File: src/rtl/cpu_step_controller.sv
// Debugger step sequencer: gates the CPU clock enable for one cycle, one instruction
// or a free run to a breakpoint, then returns a one-cycle completion pulse.
`timescale 1ns/1ps
module cpu_step_controller #(
  parameter int CYCLE_COUNT_WIDTH = 16,
  parameter int MAX_INSTR_CYCLES  = 16
) (
  input  logic                         i_clk,
  input  logic                         i_reset_n,
  input  logic                         i_start_step,
  input  logic [1:0]                   i_mode,
  input  logic                         i_breakpoint_en,
  input  logic [15:0]                  i_breakpoint_addr,
  input  logic                         i_cpu_sync,
  input  logic [15:0]                  i_cpu_address,
  input  logic                         i_halt,
  output logic                         o_cpu_clk_en,
  output logic                         o_step_completed,
  output logic                         o_busy,
  output logic [CYCLE_COUNT_WIDTH-1:0] o_cycle_count,
  output logic                         o_timeout
);

  localparam logic [1:0] ST_IDLE         = 2'd0;
  localparam logic [1:0] ST_RUN          = 2'd1;
  localparam logic [1:0] ST_DONE         = 2'd2;
  localparam logic [1:0] ST_WAIT_RELEASE = 2'd3;

  localparam logic [CYCLE_COUNT_WIDTH-1:0] COUNT_SAT   = '1;
  localparam logic [CYCLE_COUNT_WIDTH-1:0] INSTR_LIMIT = CYCLE_COUNT_WIDTH'(MAX_INSTR_CYCLES);

  logic [1:0]                   state_reg, state_next;
  logic [1:0]                   mode_reg, mode_next;
  logic [CYCLE_COUNT_WIDTH-1:0] count_reg, count_next;
  logic                         timeout_reg, timeout_next;

  logic mode_instr, mode_run, mode_cycle;
  logic count_nonzero, abort;
  logic stop_cycle, stop_sync, stop_limit, stop_halt, stop_bp, stop;

  // Mode 3 decodes as single cycle.
  assign mode_instr    = (mode_reg == 2'd1);
  assign mode_run      = (mode_reg == 2'd2);
  assign mode_cycle    = !mode_instr && !mode_run;
  assign count_nonzero = (count_reg != '0);
  assign abort         = !i_start_step;

  // Sync guards need count!=0 so the fetch the CPU is already parked on is ignored.
  assign stop_cycle = mode_cycle && (count_reg == {{(CYCLE_COUNT_WIDTH-1){1'b0}}, 1'b1});
  assign stop_sync  = mode_instr && count_nonzero && i_cpu_sync;
  assign stop_limit = mode_instr && (count_reg == INSTR_LIMIT);
  assign stop_halt  = mode_run && i_halt;
  assign stop_bp    = mode_run && count_nonzero && i_breakpoint_en && i_cpu_sync &&
                      (i_cpu_address == i_breakpoint_addr);
  assign stop       = abort || stop_cycle || stop_sync || stop_limit || stop_halt || stop_bp;

  always_comb begin
    state_next   = state_reg;
    mode_next    = mode_reg;
    count_next   = count_reg;
    timeout_next = timeout_reg;
    case (state_reg)
      ST_IDLE: begin
        if (i_start_step) begin
          mode_next    = i_mode;
          count_next   = '0;
          timeout_next = 1'b0;
          state_next   = ST_RUN;
        end
      end
      ST_RUN: begin
        if (stop) begin
          state_next = ST_DONE;
          // Timeout only counts when it is the first stop reason.
          if (stop_limit && !abort && !stop_sync)
            timeout_next = 1'b1;
        end else if (count_reg != COUNT_SAT) begin
          count_next = count_reg + 1'b1;
        end
      end
      ST_DONE: state_next = ST_WAIT_RELEASE;
      ST_WAIT_RELEASE: begin
        if (!i_start_step)
          state_next = ST_IDLE;
      end
      default: state_next = ST_IDLE;
    endcase
  end

  always_ff @(posedge i_clk or negedge i_reset_n) begin
    if (!i_reset_n) begin
      state_reg   <= ST_IDLE;
      mode_reg    <= 2'd0;
      count_reg   <= '0;
      timeout_reg <= 1'b0;
    end else begin
      state_reg   <= state_next;
      mode_reg    <= mode_next;
      count_reg   <= count_next;
      timeout_reg <= timeout_next;
    end
  end

  assign o_cpu_clk_en     = (state_reg == ST_RUN) && !stop;
  assign o_step_completed = (state_reg == ST_DONE);
  assign o_busy           = (state_reg != ST_IDLE);
  assign o_cycle_count    = count_reg;
  assign o_timeout        = timeout_reg;

endmodule

File: config.mk
export PLATFORM = sky130hd
export DESIGN_NAME = cpu_step_controller
export DESIGN_NICKNAME = d
export VERILOG_FILES = /design/src/rtl/cpu_step_controller.sv
export SDC_FILE = /design/constraint.sdc
export NUM_CORES = 1
export LEC_CHECK = 0
export BUFFER_PORTS_ARGS = -buffer_cell sky130_fd_sc_hd__buf_4
export CAP_MARGIN = 10
export CORE_MARGIN = 3
export CORE_UTILIZATION = 40
export CTS_BUF_LIST = sky130_fd_sc_hd__clkbuf_8
export DETAILED_ROUTE_END_ITERATION = 7
export GPL_TIMING_DRIVEN = 0
export PLACE_DENSITY = 0.67
export SLEW_MARGIN = 10
export SYNTH_ARGS = -nofsm -noshare
export SYNTH_HDL_FRONTEND = slang
export SYNTH_SLANG_ARGS = --single-unit
File: constraint.sdc
create_clock -name i_clk -period 2.8 [get_ports i_clk]
set_input_delay 0.42 -clock i_clk [delete_from_list [all_inputs] [get_ports i_clk]]
set_output_delay 0.42 -clock i_clk [all_outputs]
set_load 0.01 [all_outputs]
==> impl_metrics.json <==
{
  "dieArea_um2": 4823,
  "synthArstFlopShare_pct": 100.0,
  "diodes": 0,
  "start_util_pct": 42.70,
  "port_buffers": 59,
  "io_pins": 60,
  "antenna_found_initial": 0,
  "swShare_pct": 43.57,
  "syn_avg_cell_area_um2": 8.848,
  "clock_path_buffers": 2,
  "cp.arrival_ns": 2.77,
  "leakagePower_nw": 1.066,
  "tritoncts": "done",
  "gr-total-overflow": 0,
  "crit_type": "reg -> reg",
  "synth_seq_cells": 21,
  "clk_latency_ns": 0.26,
  "num_vias": 1585,
  "ir_drop_v": 0.0005594,
  "cts_root_buf": "clkbuf_8",
  "crit_fanout": 10,
  "fin_area_um2": 2158,
  "synth_area_um2": 1610,
  "cp_data_required_time_ns": 2.94,
  "postCtsHoldBufs": 0,
  "r2r_setup_slack_ns": 0.17,
  "ant_nets": 0,
  "cts_max_level": 1,
  "final_cell_mix": "buf_4 (60), dfrtp_1 (21), nand2_1 (18)",
  "fmax_mhz": 380.4,
  "firstDrtPassIters": 4,
  "hold-worst-slack_ns": 0.02654,
  "drc": 0,
  "slew_headroom_pct": 62.28,
  "viasPerCell": 5.410,
  "p_seq_share_pct": 32.7,
  "grt_pass1_wl_um": 7403,
  "cts_sinks": 21,
  "cts_resized": 0,
  "placed_cell_area_um2": 2113,
  "synth_flop_cell": "dfrtp_1",
  "die_y_um": 69.45,
  "drt_iter0_markers": 73,
  "maxSlewViolCount": 0,
  "dp_hpwl_um": 3432,
  "post-route-util_pct": 57.23,
  "drv_cap": 0,
  "finalHoldViolCount": 0,
  "p_int_uw": 909.3,
  "largest_reg_flops": 16,
  "synth_edf_count": 0,
  "critPathLaunchType": "flip-flop",
  "post-route-period-util_pct": 93.90,
  "total_power_mw": 1.611,
  "die_width_um": 69.45,
  "ys.warnings.count": 0,
  "power.density_nw_per_um2": 746.6,
  "grt_setup_unrepaired": "false",
  "gp_congestion": 0.8107,
  "finalClockSkew_ns": 0.003106,
  "grt_pass1_vias": 1497,
  "p_sw_uw": 702.0,
  "wl_per_cell_um": 15.22,
  "layout_commonest_cell": "buf_4",
  "path_clk_slew_ns": 0.08,
  "worst_setup_path_end_kind": "flip-flop",
  "ys_types": 42,
  "drt_wl_total_um": 4459,
  "worst_pin_slew_ns": 0.5658,
  "p_clk_share_pct": 12.8,
  "synthToLayoutAreaGrowth_pct": 34.03,
  "layout-drive-gt1-share_pct": 29.39,
  "gr-usage-all-layers_pct": 18.83,
  "min_path_type": "in -> async",
  "ys_seq_area_share_pct": 32.63,
  "cts_buffers": 3,
  "period_needed_ns": 2.629,
  "syn_inst": 182,
  "status": "complete, no violations",
  "cts_setup_buffers": 0,
  "grt_max_degree": 22,
  "tns_ns": 0,
  "layout.nets": 295,
  "core_um2": 3771,
  "synth_nets": 231,
  "rows": 22,
  "finalSetupViolCount": 0,
  "comb_power_share_pct": 54.6
}
## metal layers
layer	routed length (µm)	track usage, %	share of wire (%)
met1	2083	26.68	47
met5	0	0	0
met4	22	3.037	0.49
met2	2174	30.30	49
met3	179	3.478	4.0
## final timing paths
| path | start | end | cells past startpoint |
|---|---|---|---|
| max | o_cycle_count[0] | o_cycle_count[12] | 8 |
| min | i_reset_n | o_cycle_count[11] | 1 |
| max reg2reg | o_cycle_count[0] | o_cycle_count[12] | 8 |
| min reg2reg | o_timeout | o_timeout | 2 |
| max in group asynchronous | i_reset_n | o_cycle_count[6] | 1 |
| min in group i_clk | i_mode[0] | mode_reg[0] | 2 |
## power groups by stage
| stage | registers [mW] | clock network [mW] | logic [mW] |
|---|---|---|---|
| 2_1_floorplan | 0.530 | 0 | 0.533 |
| 3_3_place_gp | 0.529 | 0 | 0.869 |
| 3_5_place_dp | 0.528 | 0 | 0.884 |
| 4_1_cts | 0.524 | 0.207 | 0.887 |
| 5_1_grt | 0.546 | 0.223 | 0.990 |
| 6_report | 0.527 | 0.206 | 0.879 |
## cells in the mapped netlist (all sizes together) (2+ instances only)
master / instances / area, µm²
a211o: 6 / 52.55
xnor2: 13 / 113.9
xor2: 3 / 26.28
nor3: 3 / 15.01
and3: 8 / 50.05
nor4: 2 / 12.51
dfrtp: 21 / 525.5
o22ai: 2 / 12.51
nand2: 18 / 67.56
nand3: 6 / 30.03
clkbuf: 4 / 15.01
a22oi: 2 / 15.01
mux2: 4 / 45.04
o211a: 2 / 20.02
nor2: 8 / 30.03
buf: 3 / 23.77
nor4b: 2 / 17.52
ha: 9 / 112.6
o2111ai: 3 / 26.28
a21oi: 9 / 45.04
nand4: 7 / 43.79
inv: 13 / 48.80
nand3b: 2 / 15.01
nand4b: 2 / 17.52
o21ai: 10 / 50.05
and4b: 3 / 30.03
a31oi: 5 / 31.28
## per-stage QoR
step / std cells / worst slack (ns)
6_report: 293 / 0.1709
5_1_grt: 293 / 0.02196
4_1_cts: 293 / 0.2158
3_5_place_dp: 289 / 0.2231
3_3_place_gp: 289 / 0.2659
2_1_floorplan: 182 / 0.5209
## layout make-up
| class | instances | area [µm²] |
|---|---|---|
| well taps | 48 | 60.06 |
| plain buffers | 7 | 38.79 |
| multi-input cells | 141 | 997.2 |
| fillers | 376 | 1613 |
| clock buffers | 3 | 41.29 |
| repair buffers | 59 | 442.9 |
| clock inverters | 1 | 3.754 |
| flip-flops and latches | 21 | 525.5 |
| inverters | 13 | 48.80 |
## worst max-delay path, cell delays in order, from the launching register on
cell,delay (ns)
dfrtp_1,0.47
ha_1,0.27
and3_1,0.23
and3_1,0.27
a311oi_2,0.39
o21ai_1,0.23
buf_2,0.24
o311ai_1,0.27
o211ai_1,0.13
## cells by family (layout without fill, tap and decap cells)
family	Yosys count	after routing	synth area share (%)
AOI/OAI and AO/OA	48	48	21.45
xor gates and xnor gates	16	16	8.703
adders and majority gates	9	9	6.993
buffers and inverters	20	83	5.439
DFF	21	21	32.63
muxes	5	5	3.419
and+or+nand+nor	63	63	21.37
(Power assumes the default switching activity.)
